File: src/rtl/uart_tx_if.sv
// uart_tx_if: write-side strobe/data and line/status bundle for uart_tx.
// master drives wrn/data/ovr_clr; slave (the UART) drives txd and flags.
interface uart_tx_if;
  logic       utxi_wrn;
  logic [7:0] utxi_data;
  logic       utxi_ovr_clr;
  logic       utxo_txd;
  logic       utxo_tbre;
  logic       utxo_tsre;
  logic       utxo_overrun;

  modport master (
    output utxi_wrn,
    output utxi_data,
    output utxi_ovr_clr,
    input  utxo_txd,
    input  utxo_tbre,
    input  utxo_tsre,
    input  utxo_overrun
  );

  modport slave (
    input  utxi_wrn,
    input  utxi_data,
    input  utxi_ovr_clr,
    output utxo_txd,
    output utxo_tbre,
    output utxo_tsre,
    output utxo_overrun
  );
endinterface

File: src/rtl/uart_tx.sv
// uart_tx: double-buffered 8N1 UART transmitter (holding + shift register).
// Ports: utxi_clk, utxi_rst (async, active-high), bus (uart_tx_if.slave):
//   utxi_wrn write strobe (write on 0->1), utxi_data byte, utxi_ovr_clr,
//   utxo_txd serial line, utxo_tbre/utxo_tsre empty flags, utxo_overrun.
// Define UART_TX_PARITY_EN to add an even-parity bit (8E1 frames).
module uart_tx #(
  parameter int unsigned CLKS_PER_BIT = 5208
) (
  input  logic     utxi_clk,
  input  logic     utxi_rst,
  uart_tx_if.slave bus
);

  localparam logic [15:0] BAUD_MAX = 16'(CLKS_PER_BIT - 1);

`ifdef UART_TX_PARITY_EN
  typedef enum logic [2:0] {
    S_IDLE, S_START, S_DATA, S_PARITY, S_STOP
  } state_t;
`else
  typedef enum logic [2:0] {
    S_IDLE, S_START, S_DATA, S_STOP
  } state_t;
`endif

  state_t      state_q, state_d;
  logic [15:0] cnt_q, cnt_d;
  logic [2:0]  idx_q, idx_d;
  logic [7:0]  shift_q, shift_d;
  logic        txd_q, txd_d;
  logic        tsre_q, tsre_d;
  logic [7:0]  hold_q;
  logic        hold_full;
  logic        wrn_q;
  logic        ovr_q;

  logic tick;
  logic write;
  logic xfer;

  assign tick  = (cnt_q == 16'd0);
  assign write = ~wrn_q & bus.utxi_wrn;
  // Holding->shift move: straight from idle, or back-to-back at stop end.
  assign xfer  = hold_full &
                 ((state_q == S_IDLE) |
                  ((state_q == S_STOP) & tick));

  always_ff @(posedge utxi_clk or posedge utxi_rst) begin
    if (utxi_rst) state_q <= S_IDLE;
    else          state_q <= state_d;
  end

  always_comb begin
    state_d = state_q;
    unique case (state_q)
      S_IDLE:  if (hold_full) state_d = S_START;
      S_START: if (tick) state_d = S_DATA;
      S_DATA: begin
        if (tick && idx_q == 3'd7) begin
`ifdef UART_TX_PARITY_EN
          state_d = S_PARITY;
`else
          state_d = S_STOP;
`endif
        end
      end
`ifdef UART_TX_PARITY_EN
      S_PARITY: if (tick) state_d = S_STOP;
`endif
      S_STOP: begin
        if (tick) state_d = hold_full ? S_START : S_IDLE;
      end
      default: state_d = S_IDLE;
    endcase
  end

  always_comb begin
    txd_d   = txd_q;
    tsre_d  = tsre_q;
    shift_d = shift_q;
    idx_d   = idx_q;
    cnt_d   = tick ? BAUD_MAX : cnt_q - 16'd1;
    if (state_q == S_IDLE) cnt_d = '0;
    if (xfer) begin
      shift_d = hold_q;
      txd_d   = 1'b0;
      tsre_d  = 1'b0;
      idx_d   = '0;
      cnt_d   = BAUD_MAX;
    end else if (tick) begin
      unique case (state_q)
        S_START: begin
          txd_d = shift_q[0];
          idx_d = '0;
        end
        S_DATA: begin
          if (idx_q == 3'd7) begin
`ifdef UART_TX_PARITY_EN
            txd_d = ^shift_q;
`else
            txd_d = 1'b1;
`endif
          end else begin
            idx_d = idx_q + 3'd1;
            txd_d = shift_q[idx_q + 3'd1];
          end
        end
`ifdef UART_TX_PARITY_EN
        S_PARITY: txd_d = 1'b1;
`endif
        S_STOP: begin
          txd_d  = 1'b1;
          tsre_d = 1'b1;
          cnt_d  = '0;
        end
        default: ;
      endcase
    end
  end

  always_ff @(posedge utxi_clk or posedge utxi_rst) begin
    if (utxi_rst) begin
      cnt_q     <= '0;
      idx_q     <= '0;
      shift_q   <= '0;
      txd_q     <= 1'b1;
      tsre_q    <= 1'b1;
      hold_q    <= '0;
      hold_full <= 1'b0;
      wrn_q     <= 1'b1;
      ovr_q     <= 1'b0;
    end else begin
      cnt_q   <= cnt_d;
      idx_q   <= idx_d;
      shift_q <= shift_d;
      txd_q   <= txd_d;
      tsre_q  <= tsre_d;
      wrn_q   <= bus.utxi_wrn;
      // A write is judged against the pre-edge flag, so a write that
      // coincides with a transfer is dropped as an overrun.
      if (xfer) hold_full <= 1'b0;
      if (write && !hold_full) begin
        hold_q    <= bus.utxi_data;
        hold_full <= 1'b1;
      end
      if (write && hold_full)  ovr_q <= 1'b1;
      else if (bus.utxi_ovr_clr) ovr_q <= 1'b0;
    end
  end

  assign bus.utxo_txd     = txd_q;
  assign bus.utxo_tbre    = ~hold_full;
  assign bus.utxo_tsre    = tsre_q;
  assign bus.utxo_overrun = ovr_q;

endmodule

File: src/flat_wrapper.sv
// flat-port wrapper written by rule: the top's interface ports become plain ports
module uart_tx_flat 
#(
  parameter int unsigned CLKS_PER_BIT = 5208
)
  (utxi_clk, utxi_rst, bus_utxi_wrn, bus_utxi_data, bus_utxi_ovr_clr, bus_utxo_txd, bus_utxo_tbre, bus_utxo_tsre, bus_utxo_overrun);
  uart_tx_if bus_i ();
  input  logic utxi_clk;
  input  logic utxi_rst;
  input wire logic [$bits(bus_i.utxi_wrn)-1:0] bus_utxi_wrn;
  input wire logic [$bits(bus_i.utxi_data)-1:0] bus_utxi_data;
  input wire logic [$bits(bus_i.utxi_ovr_clr)-1:0] bus_utxi_ovr_clr;
  output wire logic [$bits(bus_i.utxo_txd)-1:0] bus_utxo_txd;
  output wire logic [$bits(bus_i.utxo_tbre)-1:0] bus_utxo_tbre;
  output wire logic [$bits(bus_i.utxo_tsre)-1:0] bus_utxo_tsre;
  output wire logic [$bits(bus_i.utxo_overrun)-1:0] bus_utxo_overrun;
  assign bus_i.utxi_wrn = bus_utxi_wrn;
  assign bus_i.utxi_data = bus_utxi_data;
  assign bus_i.utxi_ovr_clr = bus_utxi_ovr_clr;
  assign bus_utxo_txd = bus_i.utxo_txd;
  assign bus_utxo_tbre = bus_i.utxo_tbre;
  assign bus_utxo_tsre = bus_i.utxo_tsre;
  assign bus_utxo_overrun = bus_i.utxo_overrun;
  uart_tx #(.CLKS_PER_BIT(CLKS_PER_BIT)) u_core (.utxi_clk(utxi_clk), .utxi_rst(utxi_rst), .bus(bus_i));
endmodule
File: config.mk
export PLATFORM = sky130hd
export DESIGN_NAME = uart_tx_flat
export DESIGN_NICKNAME = d
export VERILOG_FILES = /design/src/rtl/uart_tx_if.sv /design/src/rtl/uart_tx.sv /design/src/flat_wrapper.sv
export SDC_FILE = /design/constraint.sdc
export NUM_CORES = 1
export LEC_CHECK = 0
export CAP_MARGIN = 40
export CELL_PAD_IN_SITES_DETAIL_PLACEMENT = 0
export CELL_PAD_IN_SITES_GLOBAL_PLACEMENT = 2
export CORE_AREA = 8 8 75 93
export DETAILED_ROUTE_END_ITERATION = 7
export DIE_AREA = 0 0 83 101
export PLACE_DENSITY_LB_ADDON = 0.05
export SYNTH_ARGS = -nofsm -noshare
export SYNTH_HDL_FRONTEND = slang
export SYNTH_SLANG_ARGS = --single-unit
File: constraint.sdc
create_clock -name utxi_clk -period 2.9 [get_ports utxi_clk]
set_input_delay 0.58 -clock utxi_clk [delete_from_list [all_inputs] [get_ports utxi_clk]]
set_output_delay 0.58 -clock utxi_clk [all_outputs]
set_load 0.02 [all_outputs]
; ---- Word level (Yosys, flattened, before mapping)
; Cells that the tools add are included.
[classes]
n_div = 0
n_bitwise = 6
magnitude_cmp = 1
n_addsub = 2
shifts = 0
eq_ne = 9
n_mul = 0
mux = 28
n_reduce_logical = 16
[op_table]
columns = op, count
row1 = $mux W16, 5
row2 = $mux W3, 7
row3 = $logic_not A16 Y1, 1
row4 = $sub A16 B1 Y16 const B, 1
row5 = $mux W1, 12
row6 = $pmux W3 S4, 1
row7 = $ne A2 B1 Y1 const B, 4
row8 = $reduce_bool A2 Y1, 4
row9 = $eq A3 B2 Y1 const B, 2
row10 = $pmux W3 S2, 1
row11 = $lt A3 B4 Y1 const B, 1
row12 = $reduce_and A2 Y1, 2
row13 = $reduce_and A4 Y1, 1
row14 = $reduce_bool A4 Y1, 1
row15 = $add A3 B1 Y3 const B, 1
row16 = $and A1 B1 Y1, 3
row17 = $bmux W1 S3, 1
row18 = $eq A3 B1 Y1 const B, 1
row19 = $eq A3 B3 Y1 const B, 1
row20 = $logic_and A1 B1 Y1, 3
row21 = $logic_not A3 Y1, 1
row22 = $ne A3 B2 Y1 const B, 1
row23 = $pmux W1 S3, 1
row24 = $reduce_and A3 Y1, 1
row25 = other kinds (4), 5
[totals]
latchBits = 0
out_inout_bits = 4
mem_count = 0
wordCells = 72
mem_bits_ro = 0
ramBits = 0
reg_bits = 43

; ---- Longest topological paths before layout
; Gate-level depths: netlist of run 1.
[logic_depth]
depth_word = 7
depth_mapped = 8

; ---- Least setup slack after synthesis of run 1
; No wires, ideal clock.
[synth_path]
kind = register -> register
start = register u_core.cnt_q[7]
end = register u_core.shift_q[0]
path_stages_with_launch = 7
slack_ps = 713
arrival_time_ps = 2060
n_path_buf = 1
period_less_slack_ps = 2187
t_required_ps = 2773
setup_time_ps = 127
cell_sequence = dfrtp_1 > or4_4 > nor4_4 > a41oi_2 > nor2_4 > buf_8 > mux2_1
[synth_between]
elab_chain_cells = 4
[synth_lines]
columns = element, line_no
row1 = start: declaration, uart_tx.sv:27  ; logic [15:0] cnt_q, cnt_d;
row2 = start signal: assignment, uart_tx.sv:133  ; cnt_q <= cnt_d;
row3 = $logic_not A16 Y1, uart_tx.sv:41  ; assign tick = (cnt_q == 16'd0);
row4 = $and A1 B1 Y1, uart_tx.sv:46  ; ((state_q == S_STOP) & tick));
row5 = $or A1 B1 Y1, uart_tx.sv:45  ; ((state_q == S_IDLE) |
row6 = $and A1 B1 Y1, uart_tx.sv:44  ; assign xfer = hold_full &
row7 = end signal: assignment, uart_tx.sv:135  ; shift_q <= shift_d;
row8 = end: declaration, uart_tx.sv:29  ; logic [7:0] shift_q, shift_d;
; Every way passes these cells.
; A chain may end at the register's enable or synchronous reset.

; ---- Worst setup path after layout of run 1
[layout_path]
start = register u_core.cnt_q[7]
end = register u_core.shift_q[7]
; Same word-level chain as after synthesis.

==> results.cfg, run 1 <==
[sta]
tightestPinTransition_ns = 0.557
slew_headroom = 0.623
finalCriticalPeriod_ns = 2.44
fin_setup_tns_ns = 0
worst_clock_skew_ns = 0.00983
hold_violations = 0
setup_violations = 0
slew_viol_final = 0
post-route-period-util = 0.843
fmax_mhz = 409
rsz0062_at_grt = false

[routing]
drt_iter0_markers = 51
routed_wl_um = 3980
drc = 0
ant_nets = 0
drt-pass1-iter-count = 4
via_per_inst = 5.07
via_count = 1333
wire_per_inst_um = 15.1

[floorplan]
ios = 16
dieArea_um2 = 8380
die-height_um = 101
die_w_um = 83
num_rows = 31
core_area_um2 = 5620
start_util = 0.372

[cells_and_area]
final_nets = 216
final_area_um2 = 2460
num_antenna_cells = 0
syn2layout_area_growth_pct = 17.6
final_cells = 263
drive_gt1_frac = 0.228
nFillCells = 524

[clock_tree]
ctsRootBufferMaster = clkbuf_8
clockBufferDepth = 2
cts_buffers = 5
ctsResizeCount = 0
worstSkewPairLatency_ns = 0.29
cts_hold_buf = 0
cts_tree = done
h-tree-depth = 2
cts_sinks = 42
post-cts-setup-buffers = 0
clk_pin_slew_worst_paths_ns = 0.09

[place]
placed_area_um2 = 2320
gp_congestion = 0.689
port_buffers = 15
place_inst = 255
hpwl_um = 2940

[job]
cap_violations = 0

[setup_path]
rrSetupSlack_ns = 0.46
arrival_ns = 2.62
crit_end = u_core.shift_q[7]
end_kind = flip-flop
rr_endpoint = u_core.shift_q[7]
startpoint_type = flip-flop
required_ns = 3.07
crit_type = flip-flop to flip-flop
path_max_fanout = 13
startpoint = u_core.cnt_q[7]
ff2ff_path_depth = 5
r2r-start = u_core.cnt_q[7]

[yosys]
synth_area_per_cell_um2 = 12.0
synthCells = 174
ys_warn_count = 0
yosysSeqAreaShare = 0.504
synthArstFlopShare = 1.00
synth-seq-cells = 42
syn_area_um2 = 2090
synth_cell_types = 43
syn_nets = 194
synth_edf_count = 0
ys.flop_type = dfrtp_1

[power_and_ir_drop]
total_power_w = 0.00249
irDropWorstVdd_mv = 0.571
power_leakage_nw = 1.02
power_density_nw_per_um2 = 1010

[grt]
grt_start_max_net_pins = 43
grt_pass1_vias = 1497
antenna_found_initial = 0
grt_pass1_wl_um = 6910
gr-usage-all-layers = 0.103
grt_overflow = 0

[outcome]
run_status = completed

[worst_hold_path]
hp-class = flip-flop to flip-flop
-- layout by cell type (no fill, tap or decap), drive strengths merged, types with 3 or more instances in the layout --
cell type      instances
a21oi                 12
xor2                   5
nand3b                 3
nor2                  17
clkbuf                 6
nand2                 14
dfrtp                 39
nor3                   4
nor4b                  3
mux2                  18
inv                    9
o21ai                  4
xnor2                  7
clkdlybuf4s50         15
dfstp                  3
buf                    3
ha                     8
-- logic make-up after synthesis --
family | Yosys count | synth area share
multiplexers | 20 | 0.120
AND/OR/NAND/NOR | 56 | 0.171
flip-flops | 42 | 0.504
XOR/XNOR | 12 | 0.0503
buffers and inverters | 12 | 0.0305
AO/OA/AOI/OAI | 24 | 0.0760
adder cells (fa/ha/maj) | 8 | 0.0479
-- per-layer routing --
metal | vias to the layer above | GRT usage | wire [um]
met3 | 5 | 0.0316 | 112
met4 | 0 | 0.0393 | 48
met5 | - | 0 | 0
li1 | 653 | - | -
met2 | 17 | 0.195 | 2180
met1 | 658 | 0.101 | 1640
-- how the worst min path moves through the flow --
| stage | from | end | slack (ns) | cells past startpoint |
|---|---|---|---|---|
| after global placement | u_core.shift_q[4] | u_core.shift_q[4] | 0.47 | 1 |
| after CTS | u_core.hold_q[3] | u_core.shift_q[3] | 0.49 | 1 |
| after global routing | u_core.hold_q[3] | u_core.shift_q[3] | 0.50 | 1 |
| after detailed placement | u_core.shift_q[4] | u_core.shift_q[4] | 0.47 | 1 |
| after floorplan | u_core.shift_q[4] | u_core.shift_q[4] | 0.45 | 1 |
| final | u_core.hold_q[3] | u_core.shift_q[3] | 0.48 | 1 |
-- through the flow --
step                      hold WS, ns  utilization  worst slack [ns]
final                           0.480        0.437             0.457
after global routing            0.502        0.437             0.308
after CTS                       0.488        0.437             0.446
after detailed placement        0.474        0.412             0.448
after global placement          0.466        0.412             0.531
after floorplan                 0.453            -             0.713
-- cells in the mapped netlist, types with 2 or more instances --
cell       n  area, um2
mux2_2    12        135
nand3b_1   3       22.5
or2_2      2       12.5
dfstp_2    3       78.8
mux4_2     2       45.0
xor2_1     5       43.8
mux2_1     5       56.3
nor3_1     4       20.0
nand3_1    2       10.0
ha_1       8        100
nor4_4     2       42.5
inv_1      9       33.8
a21oi_1   11       55.1
dfrtp_1   39        976
nand2_1   14       52.6
nor4b_1    2       17.5
nor2_1    16       60.1
xnor2_1    7       61.3
o21ai_0    4       20.0
-- worst max-delay path: stages (launching register included) --
cell and delay [ns]:
dfrtp_1 0.43, or4_4 0.59, nor4_4 0.31, a41oi_2 0.26, nor2_4 0.36, mux2_2 0.38
-- power breakdown --
part | switching (W) | internal (W)
combinational | 0.000448 | 0.000453
sequential | 0.000200 | 0.000817
clock | 0.000206 | 0.000367
total | 0.000855 | 0.00164
-- final cells by class --
cell class                 instances  area, um2  area share
inverter                           9       33.8      0.0137
tap                               66       82.6      0.0336
clock inverter                     2       60.1      0.0244
clock buffer                       6       82.6      0.0336
timing repair buffer              18        173      0.0702
multi-input combinational        120        972       0.395
sequential                        42       1050       0.429
-- sequential cells by signal, indices dropped and copies added, names as in the netlist, 2 cells and up --
register        cells
u_core.shift_q      8
u_core.state_q      2
u_core.hold_q       8
u_core.cnt_q       16
u_core.idx_q        3
No activity file was read; power rests on OpenSTA's default activity.
==> inputs of run 2 (changes only) <==
--- a/config.mk
+++ b/config.mk
@@ -8,9 +8,9 @@
 export CAP_MARGIN = 40
 export CELL_PAD_IN_SITES_DETAIL_PLACEMENT = 0
 export CELL_PAD_IN_SITES_GLOBAL_PLACEMENT = 2
-export CORE_AREA = 8 8 75 93
+export CORE_AREA = 8 8 79 98
 export DETAILED_ROUTE_END_ITERATION = 7
-export DIE_AREA = 0 0 83 101
+export DIE_AREA = 0 0 87 106
 export PLACE_DENSITY_LB_ADDON = 0.05
 export SYNTH_ARGS = -nofsm -noshare
 export SYNTH_HDL_FRONTEND = slang
==> constraint.sdc (replaced) <==
create_clock -name utxi_clk -period 2 [get_ports utxi_clk]
set_input_delay 0.4 -clock utxi_clk [delete_from_list [all_inputs] [get_ports utxi_clk]]
set_output_delay 0.4 -clock utxi_clk [all_outputs]
set_load 0.02 [all_outputs]
==> results.cfg, run 2 (synthesis gave the netlist of run 1 again) <==
[sta]
tightestPinTransition_ns = 0.432
hold_violations = 0
finalCriticalPeriod_ns = 2.14
slew_viol_final = 0
setup_violations = 21
fin_ws_ns = -0.145
rsz0062_at_grt = true
fin_setup_tns_ns = -1.47
slew_headroom = 0.710
fmax_mhz = 466
post-route-period-util = 1.07
worst_clock_skew_ns = 0.00503

[grt]
gr-usage-all-layers = 0.113
grt_pass1_wl_um = 8120
antenna_found_initial = 0
grt_overflow = 0
grt_pass1_vias = 1635
grt_start_max_net_pins = 43

[cells_and_area]
drive_gt1_frac = 0.405
layout_common_cells = dfrtp_1, buf_4, clkdlybuf4s50_1
multi_input_area_um2 = 1090
postLayoutCoreUtil = 0.442
final_common_cell = dfrtp_1
syn2layout_area_growth_pct = 33.5
final_nets = 241
final_cells = 309
largest_reg_flops = 16
num_antenna_cells = 0
ff_latch_area_um2 = 1050
nFillCells = 620
largest_register = u_core.cnt_q
reg_top3 = u_core.cnt_q x16, u_core.hold_q x8, u_core.shift_q x8

[clock_tree]
clockBufferDepth = 2
cts_tree = done
cts_sinks = 42
clk_pin_slew_worst_paths_ns = 0.08
worstSkewPairLatency_ns = 0.29
ctsRootBufferMaster = clkbuf_8
h-tree-depth = 2
cts_buffers = 5

[floorplan]
die-height_um = 106
num_rows = 33
dieArea_um2 = 9220
core_area_um2 = 6320
start_util = 0.331
ios = 16
die_w_um = 87

[setup_path]
max_stage_delay_ns = 0.58
crit_type = flip-flop to flip-flop
critPathSlowestCell = or4_4
end_kind = flip-flop
rrSetupSlack_ns = -0.14
arrival_ns = 2.32
startpoint_type = flip-flop
path_max_fanout = 5
required_ns = 2.18
path_cells = or4_4 > nor4_4 > buf_4 > nor3b_4 > o221ai_2 > mux2_4

[routing]
ant_nets = 0
drc = 0
drt_iter0_markers = 33
via_count = 1442
via_per_inst = 4.67
wire_per_inst_um = 15.2
routed_wl_um = 4700
drt-pass1-iter-count = 4

[power_and_ir_drop]
irDropWorstVdd_mv = 0.614
power_leakage_nw = 1.18
power_density_nw_per_um2 = 1460

[outcome]
run_status = finished with violations
failed_checks = setup timing

[place]
place_inst = 297
gp_congestion = 0.730
hpwl_um = 3370
port_buffers = 15

[job]
cap_violations = 0

[worst_hold_path]
hp-class = input port to async pin
[run 2: critical path, delay by kind of cell, from the launching register on]
family	cells	cell delay (ns)
AOI/OAI and AO/OA	1	0.15
buffers and inverters	1	0.19
DFF	1	0.38
muxes	1	0.32
and+or+nand+nor	3	0.99
[run 2: area by class of cell]
cell class / count / area share
multi-input combinational: 121 / 0.391
sequential: 42 / 0.378
timing repair buffer: 42 / 0.138
tap: 87 / 0.0390
clock buffer: 7 / 0.0309
inverter: 9 / 0.0121
clock inverter: 1 / 0.0108
[run 2: routing by layer]
layer,track usage,vias up,part of all wire,wire length (um)
li1,-,698,-,-
met1,0.124,724,0.41,1930
met2,0.210,15,0.56,2620
met3,0.0255,5,0.022,105
met4,0.0346,0,0.011,50
met5,0,-,0,0
[run 2: power breakdown]
group / total (W) / internal, W / switching (W)
registers: 0.00142 / 0.00118 / 0.000238
logic: 0.00195 / 0.00105 / 0.000904
clock network: 0.000703 / 0.000407 / 0.000295
total: 0.00408 / 0.00264 / 0.00144
[run 2: worst paths after layout]
kind                             startpoint  cells past startpoint                  end
max                         u_core.cnt_q[7]                      6    u_core.state_q[1]
min                                utxi_rst                      3      u_core.cnt_q[9]
max reg2reg                 u_core.cnt_q[7]                      6    u_core.state_q[1]
min reg2reg                u_core.hold_q[4]                      1    u_core.shift_q[4]
max in group asynchronous          utxi_rst                      3  u_core.bus.utxo_txd
min in group utxi_clk      u_core.hold_q[4]                      1    u_core.shift_q[4]
[run 2: repair_timing]
item                                    in CTS  in global routing
hold buffers                                 0                  0
pin swaps                                    9                  4
endpoints found under the setup margin      21                 23
setup buffers                                2                  2
gates cloned                                 1                  0
gates resized for setup                     26                  7
[run 2: metrics by stage]
stage	setup WS [ns]	instance area, um2	total power, W	hold slack (ns)
floorplan	-0.187	2100	0.00250	0.404
global placement	-0.0810	2540	0.00307	0.468
detailed placement	-0.141	2540	0.00312	0.478
CTS	-0.163	2770	0.00410	0.469
global route	-0.261	2790	0.00438	0.498
finish	-0.145	2790	0.00408	0.456
==> edit (flow settings as in run 2) <==
`shift_q` no longer has a reset.
--- a/src/rtl/uart_tx.sv
+++ b/src/rtl/uart_tx.sv
@@ -122,7 +122,6 @@
     if (utxi_rst) begin
       cnt_q     <= '0;
       idx_q     <= '0;
-      shift_q   <= '0;
       txd_q     <= 1'b1;
       tsre_q    <= 1'b1;
       hold_q    <= '0;
@@ -132,7 +131,6 @@
     end else begin
       cnt_q   <= cnt_d;
       idx_q   <= idx_d;
-      shift_q <= shift_d;
       txd_q   <= txd_d;
       tsre_q  <= tsre_d;
       wrn_q   <= bus.utxi_wrn;
@@ -148,6 +146,10 @@
     end
   end
 
+  always_ff @(posedge utxi_clk) begin
+    shift_q <= shift_d;
+  end
+
   assign bus.utxo_txd     = txd_q;
   assign bus.utxo_tbre    = ~hold_full;
   assign bus.utxo_tsre    = tsre_q;
Behaviour: no difference found for any inputs over 10 cycles, from zero or initial values and one cycle with utxi_rst high; that may be too few to reach the edited logic, so the function may still have changed.
==> edit against run 2 <==
Wire length increased by 3.5%; design area decreased by 4.8%; power decreased by 5.5%; sequential cell count unchanged; maximum frequency increased by 11%; area after synthesis increased by 1.8%; clock skew about the same; worst setup slack improved by 0.22 ns; via count increased by 10%; final cell count decreased by 0.97%; count of clock-buffer cells in the layout decreased by 2; critical path type unchanged; critical endpoint is now u_core.cnt_q[13]$_DFF_PP0_.
==> edit: results (changes against run 2) <==
* Status: complete, no violations (was finished, violations left)
* Vias in the first global route at 1699 (was 1635)
* Hold Crit Start: u_core.hold_q[0]$_DFFE_PP0P_
* Final clock-cell share at 0.0410 (was 0.0417)
* Sequential cell count at 42 (unchanged)
* Met2 WL at 2.77 mm (was 2.62 mm)
* Count of multi-input gates at 122 (was 121)
* CP startpoint: u_core.cnt_q[3]$_DFF_PP0_ (was u_core.cnt_q[7]$_DFF_PP0_)
* Largest net degree at the start of global routing at 35 (was 43)
* Postcts setup bufs at 0 (was 2)
* CP max stage delay at 0.54 ns (was 0.58 ns)
* P_leak at 0.00106 uW (was 0.00118 uW)
* Met3 Wirelength at 148 microns (was 105 microns)
* Worst-margin pin slew at 0.531 ns (was 0.432 ns)
* Critical Path AT at 2.15 ns (was 2.32 ns)
* Area post-placement at 2500 sq um (was 2540 sq um)
* Cts repair resizes at 0 (was 26)
* Post-layout nets at 238 (was 241)
* Post-synthesis compound-gate area fraction at 0.137 (was 0.0760)
* Pre-CTS WS at 0.0718 ns (was -0.141 ns)
* Initial antenna violation count at 0 (unchanged)
* Met1 WL at 1.86 mm (was 1.93 mm)
* Signal buffers at 36 (was 42)
* Final Non-Filler Cells at 306 (was 309)
* Post-synthesis mux area share at 0.0717 (was 0.120)
* CLK BUF at 5 (was 7)
* Fillers at 614 (was 620)
* M2 GR Usage at 0.212 (was 0.210)
* Routability cong. at 0.722 (was 0.730)
* GRT Resource Usage Total at 0.113 (about the same)
* Met1 usage at 0.111 (was 0.124)
* Share of post-route cells with drive strength above 1 at 0.260 (was 0.405)
* VDD IR max at 0.507 mV (was 0.614 mV)
* DRT iter0 DRCs at 31 (was 33)
* Vias per cell at 5.20 (was 4.67)
* Met3 Use GR at 0.0293 (was 0.0255)
* Drt wl/cell at 15.9 microns (was 15.2 microns)
* Post-synthesis sequential area ratio at 0.514 (was 0.504)
* Number of synthesized flops with an enable pin at 8 (was 0)
* Hold Crit Class: register to register (was input pin to async pin)
* Clk_skew at 0.00480 ns (was 0.00503 ns)
* Top cells by count, synth: dfrtp_1, inv_1, nor2_1 (was dfrtp_1, nor2_1, nand2_1, mux2_2, a21oi_1)
* Syn_nets at 204 (was 194)
* Synthesized area per cell at 11.6 sq um (was 12.0 sq um)
* First-pass GRT wire length at 8.05 mm (was 8.12 mm)
* Final design utilization at 0.421 (was 0.442)
* Post-Synth XOR/XNOR Area at 0.0370 (was 0.0503)
* Syn. warnings at 0 (unchanged)
* Non-clock buffer area fraction after layout at 0.116 (was 0.138)
* Worst Path Max Fanout at 5 (unchanged)
* Placed Cells at 295 (was 297)
* Port bufs at 15 (unchanged)
* Inverters at 11 (was 9)
* Dpl hpwl at 3.62 mm (was 3.37 mm)
* Synth top area cells: dfrtp_1, edfxtp_1, ha_1, mux2_2, dfstp_2 (was dfrtp_1, mux2_2, ha_1, dfstp_2, xnor2_1)
* Adder-cell share of the synthesized area at 0.0470 (was 0.0479)
* Netlist cell types at 47 (was 43)
* Multi-input combinational area share at 0.374 (was 0.391)
* Seq/total area at 0.412 (was 0.378)
* Async SR Flop Fraction at 0.810 (was 1.00)
[edit: cell count changes in the layout (fill, tap and decap cells not counted), moves of 5 or more]
cell      before  now
mux2_4         9    0
a22oi_1        0    6
a21oi_2        9    0
dfrtp_1       39   30
nand2_1       13    3
or4_1          0    5
edfxtp_1       0    8
[edit: report_power, final]
part | total [uW] | switching, uW | internal [uW]
sequential | 1440 | 240 | 1200
combinational | 1740 | 938 | 805
clock | 669 | 301 | 368
[edit: path summary, 6_finish.rpt]
kind	end	slack [ns]	cells past startpoint
setup / recovery	u_core.cnt_q[13]$_DFF_PP0_	0.07	4
hold / removal	u_core.shift_q[0]$_DFFE_PP_	0.45	0
setup reg to reg	u_core.cnt_q[13]$_DFF_PP0_	0.07	4
hold reg to reg	u_core.shift_q[0]$_DFFE_PP_	0.45	0
max in group asynchronous	u_core.bus.utxo_tsre$_DFFE_PP1P_	1.16	3
min in group asynchronous	u_core.cnt_q[12]$_DFF_PP0_	0.50	3
